**config.mk**
```make
export PLATFORM = sky130hd
export DESIGN_NAME = mult_seq_for_2131
export DESIGN_NICKNAME = d
export VERILOG_FILES = /design/src/rtl/mult_seq_for_2131.sv
export SDC_FILE = /design/constraint.sdc
export NUM_CORES = 1
export LEC_CHECK = 0
export ABC_AREA = 0
export BUFFER_PORTS_ARGS = -buffer_cell sky130_fd_sc_hd__buf_2
export CORE_ASPECT_RATIO = 1.1
export CORE_MARGIN = 2
export CORE_UTILIZATION = 50
export DETAILED_ROUTE_END_ITERATION = 12
export MAX_ROUTING_LAYER = met4
export PLACE_DENSITY = 0.77
export SLEW_MARGIN = 25
export SYNTH_ARGS = -nofsm -noshare
export SYNTH_HDL_FRONTEND = slang
export SYNTH_SLANG_ARGS = --single-unit
```
**constraint.sdc**
```tcl
create_clock -name i_clk -period 3.8 [get_ports i_clk]
set_input_delay 0.76 -clock i_clk [delete_from_list [all_inputs] [get_ports i_clk]]
set_output_delay 0.76 -clock i_clk [all_outputs]
set_load 0.01 [all_outputs]
```
**src/rtl/mult_seq_for_2131.sv**
```systemverilog
// mult_seq_for_2131: sequential shift-and-add multiplier for the 2131 field.
// Operands are canonicalised into [0, Q-1] with a single conditional
// subtract on accept, then multiplied in exactly W shift/add steps. The
// product is held on o_out_p until the downstream handshake consumes it.
module mult_seq_for_2131 #(
  parameter int Q  = 2131,
  parameter int W  = 12,
  parameter int PW = 23
) (
  input  logic          i_clk,
  input  logic          i_rst,
  input  logic          i_in_valid,
  output logic          o_in_ready,
  input  logic [W-1:0]  i_in_a,
  input  logic [W-1:0]  i_in_b,
  output logic          o_out_valid,
  input  logic          i_out_ready,
  output logic [PW-1:0] o_out_p,
  output logic [1:0]    o_out_reduced,
  output logic          o_busy
);

  localparam int              CW      = (W > 1) ? $clog2(W) : 1;
  localparam logic [W-1:0]    LP_Q    = W'(Q);
  localparam logic [CW-1:0]   LP_LAST = CW'(W - 1);
  localparam logic [CW-1:0]   LP_ONE  = CW'(1);

  typedef enum logic [1:0] {
    ST_IDLE = 2'd0,
    ST_RUN  = 2'd1,
    ST_DONE = 2'd2
  } state_t;

  // One conditional subtract is enough because the largest W-bit input is
  // below 2*Q.
  function automatic logic [W-1:0] canon(input logic [W-1:0] x);
    logic [W-1:0] res;
    if (x >= LP_Q) begin
      res = x - LP_Q;
    end else begin
      res = x;
    end
    return res;
  endfunction

  // Flag telling whether an operand needed the subtract on entry.
  function automatic logic was_reduced(input logic [W-1:0] x);
    return (x >= LP_Q);
  endfunction

  state_t          r_state;
  state_t          w_state_nxt;

  logic [PW-1:0]   r_acc;
  logic [PW-1:0]   r_a_sh;
  logic [W-1:0]    r_b_sh;
  logic [CW-1:0]   r_cnt;
  logic [1:0]      r_red;

  logic            r_out_valid;
  logic [PW-1:0]   r_out_p;
  logic [1:0]      r_out_reduced;
  logic            r_busy;

  logic            w_in_ready;
  logic            w_accept;
  logic            w_out_hs;
  logic            w_run_step;
  logic            w_run_last;
  logic [PW-1:0]   w_addend;
  logic [PW-1:0]   w_acc_nxt;
  logic [W-1:0]    w_a_canon;
  logic [W-1:0]    w_b_canon;

  // Canonicalised operands and the partial-product adder for one RUN step.
  always_comb begin
    w_a_canon = canon(i_in_a);
    w_b_canon = canon(i_in_b);
    if (r_b_sh[0]) begin
      w_addend = r_a_sh;
    end else begin
      w_addend = {PW{1'b0}};
    end
    w_acc_nxt = r_acc + w_addend;
  end

  // State register: reset discards any operation in flight.
  always_ff @(posedge i_clk or posedge i_rst) begin
    if (i_rst) begin
      r_state <= ST_IDLE;
    end else begin
      r_state <= w_state_nxt;
    end
  end

  // Handshake decode for the current state; in_ready is combinational.
  always_comb begin
    w_in_ready = 1'b0;
    w_out_hs   = 1'b0;
    w_run_step = 1'b0;
    w_run_last = 1'b0;
    case (r_state)
      ST_IDLE: begin
        w_in_ready = !i_rst;
      end
      ST_RUN: begin
        w_run_step = 1'b1;
        w_run_last = (r_cnt == LP_LAST);
      end
      ST_DONE: begin
        w_in_ready = !i_rst && i_out_ready;
        w_out_hs   = r_out_valid && i_out_ready;
      end
      default: begin
        w_in_ready = 1'b0;
      end
    endcase
    w_accept = i_in_valid && w_in_ready;
  end

  // Next-state logic: DONE can go straight back to RUN on a joint handshake.
  always_comb begin
    w_state_nxt = r_state;
    case (r_state)
      ST_IDLE: begin
        if (w_accept) begin
          w_state_nxt = ST_RUN;
        end else begin
          w_state_nxt = ST_IDLE;
        end
      end
      ST_RUN: begin
        if (w_run_last) begin
          w_state_nxt = ST_DONE;
        end else begin
          w_state_nxt = ST_RUN;
        end
      end
      ST_DONE: begin
        if (w_out_hs && w_accept) begin
          w_state_nxt = ST_RUN;
        end else if (w_out_hs) begin
          w_state_nxt = ST_IDLE;
        end else begin
          w_state_nxt = ST_DONE;
        end
      end
      default: begin
        w_state_nxt = ST_IDLE;
      end
    endcase
  end

  // Operand capture on accept, then one shift-and-add step per RUN cycle.
  always_ff @(posedge i_clk or posedge i_rst) begin
    if (i_rst) begin
      r_acc  <= {PW{1'b0}};
      r_a_sh <= {PW{1'b0}};
      r_b_sh <= {W{1'b0}};
      r_cnt  <= {CW{1'b0}};
      r_red  <= 2'b00;
    end else if (w_accept) begin
      r_acc  <= {PW{1'b0}};
      r_a_sh <= PW'(w_a_canon);
      r_b_sh <= w_b_canon;
      r_cnt  <= {CW{1'b0}};
      r_red  <= {was_reduced(i_in_b), was_reduced(i_in_a)};
    end else if (w_run_step) begin
      r_acc  <= w_acc_nxt;
      // Bits shifted past PW are never added: b' has only W bits.
      r_a_sh <= r_a_sh << 1;
      r_b_sh <= r_b_sh >> 1;
      r_cnt  <= r_cnt + LP_ONE;
    end else begin
      r_acc  <= r_acc;
      r_a_sh <= r_a_sh;
      r_b_sh <= r_b_sh;
      r_cnt  <= r_cnt;
      r_red  <= r_red;
    end
  end

  // Result registers: loaded on the final step, held until consumed.
  always_ff @(posedge i_clk or posedge i_rst) begin
    if (i_rst) begin
      r_out_valid   <= 1'b0;
      r_out_p       <= {PW{1'b0}};
      r_out_reduced <= 2'b00;
    end else if (w_run_last) begin
      r_out_valid   <= 1'b1;
      r_out_p       <= w_acc_nxt;
      r_out_reduced <= r_red;
    end else if (w_out_hs) begin
      r_out_valid   <= 1'b0;
      r_out_p       <= r_out_p;
      r_out_reduced <= r_out_reduced;
    end else begin
      r_out_valid   <= r_out_valid;
      r_out_p       <= r_out_p;
      r_out_reduced <= r_out_reduced;
    end
  end

  // Busy flag registered from the next state so it tracks the FSM exactly.
  always_ff @(posedge i_clk or posedge i_rst) begin
    if (i_rst) begin
      r_busy <= 1'b0;
    end else begin
      r_busy <= (w_state_nxt != ST_IDLE);
    end
  end

  assign o_in_ready    = w_in_ready;
  assign o_out_valid   = r_out_valid;
  assign o_out_p       = r_out_p;
  assign o_out_reduced = r_out_reduced;
  assign o_busy        = r_busy;

endmodule

```
# [Word-level counts from Yosys, hierarchy flattened]
# Cells that the tools add are included.
# Widths: inputs -> output; s select.
[totals] reg_bits=93 in_bits=28 output_inout_bits=28 wordCells=50
[op_classes] addsub=4 n_lt_le_gt_ge=2 eq_ne=3 muxes=22 n_reduce_logical=9
[op_table] cell="$mux 23" n=5
[op_table] cell="$mux 12" n=4
[op_table] cell="$ge 12x12->1 const B" n=2
[op_table] cell="$sub 12x12->12 const B" n=2
[op_table] cell="$add 23x23->23" n=1
[op_table] cell="$mux 4" n=2
[op_table] cell="$mux 1" n=6
[op_table] cell="$mux 2" n=3
[op_table] cell="$pmux 2 s3" n=1
[op_table] cell="$reduce_bool 2->1" n=3
[op_table] cell="$add 4x1->4 const B" n=1
[op_table] cell="$eq 4x4->1 const B" n=1
[op_table] cell="$logic_and 1x1->1" n=4
[op_table] cell="$eq 2x1->1 const B" n=1
[op_table] cell="$eq 2x2->1 const B" n=1
[op_table] cell="$logic_not 2->1" n=1
[op_table] cell="$pmux 1 s2" n=1
[op_table] cell="$logic_not 1->1" n=1

# [Longest topological paths before layout]
# Gate-level depths: netlist of run 1.
[depth] ltp_word=8 depth_mapped=11 depth_no_buf=11

# [Worst setup path before layout of run 1]
# Ideal clock, no wire load.
[synth_timing] path_type="reg-to-reg" from="register r_b_sh[0]" to="register r_out_p[18] (netlist: o_out_p[18])" setup_ns=0.125 arrival_time_ns=2.395 t_required_ns=3.675 setup_slack_ns=1.281 stages_incl_launch_ff=11 path_buffers=1 synth_period_minus_slack_ns=2.519 path_cell_list="dfrtp_1 > clkbuf_1 > and2_1 > ha_1 > a21o_1 > a211oi_1 > a211oi_2 > o21ai_1 > o21ai_0 > xor2_1 > mux2_2"
[synth_between] elab_chain_cells=2
[synth_lines] item="start, declared" line="56" text="logic [W-1:0] r_b_sh;"
[synth_lines] item="start signal, assigned" line="159" text="r_b_sh <= {W{1'b0}};"
[synth_lines] item="start signal, assigned" line="165" text="r_b_sh <= w_b_canon;"
[synth_lines] item="start signal, assigned" line="172" text="r_b_sh <= r_b_sh >> 1;"
[synth_lines] item="$mux 23" line="79" text="if (r_b_sh[0]) begin"
[synth_lines] item="$add 23x23->23" line="84" text="w_acc_nxt = r_acc + w_addend;"
[synth_lines] item="end signal, assigned" line="187" text="r_out_p <= {PW{1'b0}};"
[synth_lines] item="end signal, assigned" line="191" text="r_out_p <= w_acc_nxt;"
[synth_lines] item="end signal, assigned" line="195" text="r_out_p <= r_out_p;"
[synth_lines] item="end, declared" line="61" text="logic [PW-1:0] r_out_p;"
# No other way between the ends.
# A chain may end at the register's enable or synchronous reset.

# [Final worst setup path of run 1]
[layout_timing] from="register r_b_sh[0]" to="register r_acc[21]"
[layout_between] elab_chain_cells=4
[layout_lines] item="$mux 23" line="79"
[layout_lines] item="$add 23x23->23" line="84"
[layout_lines] item="$mux 23" line="168" text="end else if (w_run_step) begin"
[layout_lines] item="$mux 23" line="162" text="end else if (w_accept) begin"
[layout_lines] item="end signal, assigned" line="163" text="r_acc <= {PW{1'b0}};"
[layout_lines] item="end signal, assigned" line="169" text="r_acc <= w_acc_nxt;"
[layout_lines] item="end signal, assigned" line="175" text="r_acc <= r_acc;"
[layout_lines] item="end, declared" line="54" text="logic [PW-1:0] r_acc;"
# No other way between the ends. The select of a mux whose other input is x is not followed.

==> results of run 1 <==
==> worst register-to-register path, delay by kind of cell (launching register included) <==
| kind | cells | cell delay, ps |
|---|---|---|
| buffers and inverters | 1 | 220 |
| and+or+nand+nor | 5 | 1050 |
| adders and majority gates | 1 | 540 |
| AOI/OAI and AO/OA | 3 | 510 |
| DFF | 1 | 460 |
==> where the power goes <==
group | switching (µW) | internal (µW) | total (µW)
clock network | 401 | 586 | 986
registers | 270 | 1390 | 1660
logic | 1280 | 814 | 2100
total | 1950 | 2790 | 4740
==> Yosys cell counts, types with 15 or more instances <==
library cell	count
nand3_1	19
ha_1	25
xor2_1	15
and2_1	26
xnor2_1	17
o21ai_0	60
nor2_1	23
clkbuf_1	22
dfrtp_1	93
a21oi_1	31
nand2_1	122
a22oi_1	15
==> path summary, 6_finish.rpt <==
path / depth (start not counted) / to
worst max register to register: 10 / r_acc[21]
worst min register to register: 2 / o_out_p[9]
worst max-delay path: 10 / r_acc[21]
max in group asynchronous: 3 / r_acc[17]
worst min-delay path: 2 / o_out_valid
min in group i_clk: 2 / o_out_p[9]
==> routing by layer <==
metal	share of wire	routed length, µm	up-vias	global-route usage
li1	-	-	2310	-
met1	0.46	5930	2282	0.304
met2	0.47	6060	149	0.374
met3	0.055	707	21	0.0364
met4	0.019	244	0	0.0811
met5	0	0	-	-
==> through the flow <==
stage	utilization	hold slack (ps)	setup WS, ps
after floorplan	-	439	620
after global placement	0.547	453	1050
after detailed placement	0.547	457	975
after CTS	0.578	439	958
after global routing	0.578	480	727
final	0.578	438	902
==> state kept, by name, indices dropped and copies added, names as in the netlist <==
signal / flops
r_cnt: 4
r_acc: 23
o_out_valid: 1
r_state: 2
r_a_sh: 23
r_b_sh: 12
o_out_p: 23
o_busy: 1
r_red: 2
o_out_reduced: 2
==> cells by family after synthesis <==
kind of cell / share of synthesized area
DFF: 0.423
and+or+nand+nor: 0.192
muxes: 0.0180
AOI/OAI and AO/OA: 0.226
buffers and inverters: 0.0302
xor gates and xnor gates: 0.0509
adders and majority gates: 0.0605
==> area by class of cell <==
| cell class | count | area [µm²] |
|---|---|---|
| tap | 147 | 184 |
| fill | 967 | 4560 |
| timing repair buffer | 66 | 358 |
| clock buffer | 9 | 225 |
| clock inverter | 7 | 103 |
| multi-input combinational | 482 | 3010 |
| sequential | 93 | 2330 |
| inverter | 9 | 35.0 |
==> run metrics, run 1 <==
clock latency on the worst-skew pair roughly 350 ps; Synth Warn # 0; PortBufs 55; CTS Buffer Depth 2; Critical Path AT ~3100 ps; EDFF count, synth 0; root buffer selected by CTS clkbuf_16; initial antenna violation count 0; Final Cell Area 0.00625 mm²; Period Utilization, post-route 0.763; post-synthesis register bit count 93; total power draw ~4700 µW; Synth top area share 0.423; grt total ovfl 0; Synth async-reset ratio 1.00; Post-Syn Area between 0.005 and 0.006 mm²; Setup TNS Final 0 ps; Placeable Area around 0.011 mm²; clk sinks 93; cell family with most CP delay simple AND/OR/NAND/NOR gates; Post-Route WL 12900 µm; hold_buf cts 0; routed via count about 4.8k; Final min period about 2900 ps; boundary pin count 56; CP peak stage delay around 540 ps; CP max-delay cell ha_1; antenna viol nets, final 0; WL/cell ~16 µm; Primary FF master, synth dfrtp_1; WS Path Type reg -> reg; Nets roughly 720; Netlist cell types between 60 and 70; Synth area leader dfrtp_1; largest net degree at the start of global routing between 40 and 50; DRT Pass-1 Iters 5; die width approximately 100 µm; CTS tree yes; Vias/cell about 5.9; worst hold path class in -> async; Iteration-0 DRC Markers roughly 240; most common cell after layout, fill and taps aside nand2_1; htree depth 3; Power Density 759 mW/mm²; dominant cells by area after synthesis dfrtp_1 42%, nand2_1 8.3%, ha_1 5.7%; vias in the first global route ~4.6k; die height about 110 µm; # placed instances about 800; dpl hpwl 9430 µm; GRT Total Usage 0.233; RSZ-0062 raised after global routing no; CP Capture Type register; first-pass GRT wire length approximately 22000 µm; Synth Net Count 671; cells along the critical path buf_4 -> and2_1 -> ha_1 -> nand4_1 -> or4_1 -> o32ai_1 -> o21ba_2 -> nand4_1 -> o31a_1 -> nand2_1; Req. time, crit path 4040 ps; Worst VDD drop ~0.29 mV; CP Max Fanout 14; reg-to-reg slack, setup around 900 ps; maxcap violations 0; Post-DP Area approximately 0.0059 mm²; worst r2r src r_b_sh[0]; final setup fails 0; final-report hold violation count 0; GP Congestion between 0.9 and 1; CP Buf/Inv Count 1; Seq/Total Area, Yosys 0.423; Top cell by count, worst path nand4_1; Final Non-Filler Cells 813; DRC Markers 0; clk_skew 10.8 ps; commonest non-fill, non-tap cells in the layout 122 x nand2_1, 93 x dfrtp_1, 60 x o21ai_0; row count 40; Syn Area/Cell roughly 8.9 µm²; Least-Margin Pin Slew 800 ps; initial core utilization 0.509; Clock Pin Slew Worst Setup and Hold Paths 70 ps; TritonCTS Buffers 9; Setup crit start kind register; P&R area growth vs syn 13.5%; Slew headroom 0.467; fraction of layout cells with a size suffix above 1 0.155; Cells after Synth just over 600; Antenna Cells 0; fmax 0.345 GHz; die area 0.0119 mm²; postcts setup bufs 0; LEAKAGE around 0.003 µW; outcome finished clean; Worst Setup SP r_b_sh[0]; post-CTS sizing 0; Slew Viols, Final 0
Power figures use the tool's default switching activity.
==> inputs of run 2 (changes only) <==
--- a/config.mk
+++ b/config.mk
@@ -5,14 +5,14 @@
 export SDC_FILE = /design/constraint.sdc
 export NUM_CORES = 1
 export LEC_CHECK = 0
-export ABC_AREA = 0
+export ABC_AREA = 1
 export BUFFER_PORTS_ARGS = -buffer_cell sky130_fd_sc_hd__buf_2
 export CORE_ASPECT_RATIO = 1.1
 export CORE_MARGIN = 2
 export CORE_UTILIZATION = 50
 export DETAILED_ROUTE_END_ITERATION = 12
 export MAX_ROUTING_LAYER = met4
-export PLACE_DENSITY = 0.77
+export PLACE_DENSITY = 0.8
 export SLEW_MARGIN = 25
 export SYNTH_ARGS = -nofsm -noshare
 export SYNTH_HDL_FRONTEND = slang
==> constraint.sdc (replaced) <==
create_clock -name i_clk -period 2.55 [get_ports i_clk]
set_input_delay 0.51 -clock i_clk [delete_from_list [all_inputs] [get_ports i_clk]]
set_output_delay 0.51 -clock i_clk [all_outputs]
set_load 0.01 [all_outputs]
==> run 2 against run 1 <==
  * Hold slack got worse by 68 ps
  * Combinational power rose by 81%
  * Clock power up 35%
  * Count of clock-buffer cells in the layout did not move
  * Critical path depth grew 3
  * Global-route usage up 1.4 points
  * Register-to-register slack got worse by 610 ps
  * Sequential power grew 52%
  * Synthesized cell count grew 48%
==> run metrics, run 2 <==
outcome finished clean; dpl ws approximately 360 ps; largest net degree at the start of global routing between 50 and 60; worst hold path class in -> async; Vias/cell 5.09; Final Non-Filler Cells roughly 1.1k; CP Buf/Inv Count 2; part of the power in registers 0.330; final-report hold violation count 0; Netlist cell types 44; maxcap violations 0; DRT Pass-1 Iters 4; GP Congestion around 0.99; most common cell after layout, fill and taps aside nand2_1; Post-Route WL 14600 µm; CTS Buffer Depth 2; die width ~110 µm; Least-Margin Pin Slew between 700 and 800 ps; fraction of layout cells with a size suffix above 1 0.120; CTS tree yes; Syn Area/Cell between 6 and 7 µm²; initial core utilization 0.515; CP max-delay cell dfrtp_1; clock latency on the worst-skew pair roughly 350 ps; Switching Share 0.454; die height around 120 µm; dominant cells by area after synthesis dfrtp_1 37%, nand2_1 21%, inv_1 8.4%; clk sinks 93; Antenna Cells 0; most frequent cells after synthesis 348 x nand2_1, 139 x inv_1, 93 x dfrtp_1, 84 x nand3_1, 46 x nor2_1; Iteration-0 DRC Markers 301; TritonCTS Buffers 9; Placeable Area 0.0121 mm²; final setup fails 0; Final min period 2260 ps; Setup crit start kind register; Cells after Synth around 900; clock power share 0.173; Worst VDD drop about 0.45 mV; hold_buf cts 0; cells along the critical path buf_4 -> nand2_1 -> inv_1 -> ha_1 -> nand2_1 -> nor2_1 -> nand3_1 -> nand3_1 -> nand2_1 -> nand2_1 -> nand2_1 -> nand3_1 -> nand2_1; DRC Markers 0; vias in the first global route about 5.6k; Critical Path AT approximately 2500 ps; die area roughly 0.013 mm²; LEAKAGE roughly 0.004 µW; Synth async-reset ratio 1.00; Primary FF master, synth dfrtp_1; Synth Warn # 0; Post-DP Area 0.00662 mm²; htree depth 3; CP Capture Type register; Synth top area share 0.374; postcts setup bufs 0; fmax 0.442 GHz; dpl hpwl around 11000 µm; Slew Viols, Final 0; fillers 1160; multi-input logic area 0.00318 mm²; WL/cell between 10 and 15 µm; post-synthesis register bit count 93; initial antenna violation count 0; Synth area leader dfrtp_1; Post-Syn Area about 0.0062 mm²; Worst Slack Setup Final a little under 300 ps; Slew headroom 0.487; grt total ovfl 0; # placed instances approximately 1.1k; Hold Slack 370 ps; Nets slightly above 1k; most common cell in the netlist nand2_1; antenna viol nets, final 0; Top cell by count, worst path nand2_1; root buffer selected by CTS clkbuf_16; Clock Pin Slew Worst Setup and Hold Paths approximately 70 ps; Pint around 4200 µW; cell family with most CP delay simple AND/OR/NAND/NOR gates; Seq/Total Area, Yosys 0.374; Synth Net Count 968; WS Path Type reg -> reg; P&R area growth vs syn 11.2%; clk_skew about 10 ps; GRT Total Usage 0.247; Req. time, crit path 2790 ps; net load switching power approximately 3500 µW; row count 42; FF/Latch Area between 0.002 and 0.0025 mm²; Final Cell Area 0.00692 mm²; post-CTS sizing 0; EDFF count, synth 0; Power Density about 1100 mW/mm²; CP Max Fanout 11; commonest non-fill, non-tap cells in the layout 348 x nand2_1, 138 x inv_1, 93 x dfrtp_1; boundary pin count 56; final core occ 0.572; PortBufs 55; CP peak stage delay between 300 and 400 ps; Period Utilization, post-route 0.887; routed via count ~5.7k; first-pass GRT wire length 25300 µm; Combinational Power Share 0.496; RSZ-0062 raised after global routing no
-- run 2: layout make-up --
| class | instances | area share |
|---|---|---|
| multi-input combinational | 648 | 0.460 |
| clock inverter | 7 | 0.0101 |
| sequential | 93 | 0.337 |
| clock buffer | 9 | 0.0326 |
| tap | 154 | 0.0279 |
| inverter | 150 | 0.0827 |
| timing repair buffer | 65 | 0.0507 |
-- run 2: layer usage --
layer,share of wire,global-route usage,vias up
met4,0.030,0.0883,0
met3,0.045,0.0430,34
li1,-,-,2966
met2,0.47,0.393,140
met5,0,-,-
met1,0.46,0.317,2586
-- run 2: kinds of logic (layout without fill, tap and decap cells) --
family,count (synthesis),in the layout,synth area share
simple gates,523,523,0.362
buf+inv,173,231,0.115
flops,93,93,0.374
compound gates,89,89,0.0809
fa+ha+maj,26,26,0.0535
xor+xnor,10,10,0.0141
-- run 2: worst register-to-register path, cell delays in order (launching register included) --
cell and delay [ps]:
dfrtp_1 380, buf_4 170, nand2_1 100, inv_1 50, ha_1 350, nand2_1 110, nor2_1 280, nand3_1 120
nand3_1 180, nand2_1 140, nand2_1 90, nand2_1 60, nand3_1 70, nand2_1 60
-- run 2: path summary, 6_finish.rpt --
kind | cells after the start | from | slack (ps) | end
max | 13 | r_b_sh[0] | 290 | r_acc[18]
min reg2reg | 2 | o_out_p[11] | 480 | o_out_p[11]
min | 3 | i_rst | 370 | o_out_p[6]
max reg2reg | 13 | r_b_sh[0] | 290 | r_acc[18]
min in group i_clk | 3 | i_in_b[11] | 400 | r_b_sh[11]
max in group asynchronous | 4 | i_rst | 1120 | r_b_sh[1]
-- run 2: power groups by stage --
stage,clock (µW),combinational [µW],sequential [µW]
2_1_floorplan,0,2820,2540
3_3_place_gp,0,3690,2530
3_5_place_dp,0,3790,2540
4_1_cts,1340,3810,2530
5_1_grt,1410,4350,2620
6_report,1330,3810,2530
-- run 2: per-stage QoR --
step / total power, µW / TNS, ps
2_1_floorplan: 5350 / -12440
3_3_place_gp: 6220 / 0
3_5_place_dp: 6330 / 0
4_1_cts: 7680 / 0
5_1_grt: 8380 / 0
6_report: 7670 / 0
==> inputs of run 3 (changes only) <==
--- a/config.mk
+++ b/config.mk
@@ -12,7 +12,7 @@
 export CORE_UTILIZATION = 50
 export DETAILED_ROUTE_END_ITERATION = 12
 export MAX_ROUTING_LAYER = met4
-export PLACE_DENSITY = 0.8
+export PLACE_DENSITY = 0.77
 export SLEW_MARGIN = 25
 export SYNTH_ARGS = -nofsm -noshare
 export SYNTH_HDL_FRONTEND = slang
==> constraint.sdc (replaced) <==
create_clock -name i_clk -period 2.1 [get_ports i_clk]
set_input_delay 0.42 -clock i_clk [delete_from_list [all_inputs] [get_ports i_clk]]
set_output_delay 0.42 -clock i_clk [all_outputs]
set_load 0.01 [all_outputs]
==> run 3 against run 2 <==
  * Highest routed layer unchanged
  * Sequential power up 26%
  * Maximum frequency up 6.9%
  * Wire length up 15%
  * Sequential cell count unchanged
  * Register-to-register slack worse by 300 ps
  * The run now ends with negative setup slack left
  * Global-route usage up 1.5 points
  * Sequential share of layout area down 4.3 points
==> run metrics, run 3 (synthesis gave the netlist of run 2 again) <==
LEAKAGE 0.00430 µW; CTS tree yes; Worst Setup SP r_b_sh[0]; die height 121 µm; fillers 1058; Switching Share 0.431; Antenna Cells 0; Post-DP Area about 0.007 mm²; htree depth 3; Pint ~6600 µW; outcome finished, violations left; Slew Viols, Final 0; final-report hold violation count 0; RSZ-0062 raised after global routing yes; clk sinks between 90 and 100; worst hold path class in -> reg; first-pass GRT wire length 26800 µm; Setup crit start kind register; FF/Latch Area 0.00233 mm²; die area approximately 0.013 mm²; Req. time, crit path 2350 ps; CP Max Fanout 6; Combinational Power Share 0.561; net load switching power 5020 µW; vias in the first global route roughly 6k; WL/cell 14.3 µm; Final Cell Area roughly 0.0079 mm²; DRC Markers 0; Slew headroom 0.666; Power Density roughly 1500 mW/mm²; Critical Path AT approximately 2400 ps; row count 42; Clock Pin Slew Worst Setup and Hold Paths around 70 ps; part of the power in registers 0.273; worst r2r src r_b_sh[0]; antenna viol nets, final 0; GP Congestion approximately 0.97; initial antenna violation count 0; TritonCTS Buffers 9; Least-Margin Pin Slew between 400 and 500 ps; Iteration-0 DRC Markers 308; WS Path Type reg -> reg; hold_buf cts 0; boundary pin count 56; Post-Route WL 16800 µm; DRT Pass-1 Iters 6; Worst Slack Setup Final -14.5 ps; dpl hpwl 11600 µm; fmax around 0.47 GHz; clk_skew ~7.8 ps; maxcap violations 0; failing checks negative setup slack; hold_sp i_in_b[11]; die width around 110 µm; PortBufs between 50 and 60; clock latency on the worst-skew pair roughly 350 ps; grt total ovfl 0; Worst VDD drop 0.844 mV; Placeable Area 0.0121 mm²; CP Capture Type register; commonest non-fill, non-tap cells in the layout 298 x nand2_1, 116 x inv_1, 92 x dfrtp_1; multi-input logic area about 0.0037 mm²; final setup fails 2; routed via count between 6k and 7k; most common cell after layout, fill and taps aside nand2_1; Period Utilization, post-route 1.01; initial core utilization 0.515; CTS Buffer Depth 2; Vias/cell 5.18; Final min period 2110 ps; Setup TNS Final -28.4 ps; root buffer selected by CTS clkbuf_16; largest net degree at the start of global routing between 90 and 100; GRT Total Usage 0.262; clock power share 0.166; fraction of layout cells with a size suffix above 1 0.285; P&R area growth vs syn 27.6%; Nets 1067
run 3: power groups by stage:
stage / combinational (µW) / sequential [µW] / clock (µW)
2_1_floorplan: 3420 / 3080 / 0
3_3_place_gp: 5050 / 3080 / 0
3_5_place_dp: 5190 / 3090 / 0
4_1_cts: 5470 / 3120 / 1960
5_1_grt: 7220 / 3270 / 2030
6_report: 6530 / 3180 / 1930
run 3: timing repair:
| action | CTS | global route |
|---|---|---|
| buffers inserted | 0 | 11 |
| resized for setup | 21 | 128 |
| setup endpoints to repair | 17 | 33 |
| gates cloned | 0 | 2 |
| pin swaps | 1 | 37 |
run 3: final timing paths:
path / end / slack [ps] / depth (start not counted)
min in group asynchronous: o_out_p[22] / 310 / 3
max in group asynchronous: r_b_sh[0] / 1400 / 3
worst min register to register: o_out_p[2] / 470 / 2
worst max register to register: r_acc[21] / -10 / 15
worst min-delay path: r_b_sh[11] / 290 / 3
worst max-delay path: r_acc[21] / -10 / 15
run 3: through the flow:
step | total power (µW) | cells | worst slack (ps) | hold WS (ps) | utilization
2_1_floorplan | 6500 | 914 | -606 | 449 | -
3_3_place_gp | 8130 | 1143 | -81.7 | 455 | 0.570
3_5_place_dp | 8290 | 1143 | -110 | 460 | 0.570
4_1_cts | 10500 | 1159 | 1.21 | 286 | 0.612
5_1_grt | 12500 | 1172 | -117 | 305 | 0.657
6_report | 11600 | 1172 | -14.5 | 292 | 0.657
run 3: routing by layer:
metal / wire (µm) / share of wire / GRT usage
met1: 7030 / 0.42 / 0.311
met2: 8480 / 0.51 / 0.434
met3: 722 / 0.043 / 0.0489
met4: 543 / 0.032 / 0.110
met5: 0 / 0 / -
run 3: final cells by class:
cell class,instances,share of cell area
multi-input cells,648,0.469
inverters,150,0.0723
clock inverters,7,0.0161
well taps,154,0.0243
repair buffers,111,0.0963
flip-flops and latches,93,0.293
clock buffers,9,0.0284
run 3: worst max-delay path, stage by stage, from the launching register on:
cell	delay [ps]
dfrtp_2	440
buf_6	160
buf_8	130
nand2_4	70
inv_4	40
ha_4	280
nand2_2	70
nor2_2	130
buf_4	130
nand2_2	40
nor2_1	130
nand2_1	110
nand3_1	80
nand2_1	70
nand3_1	70
nand2_1	60
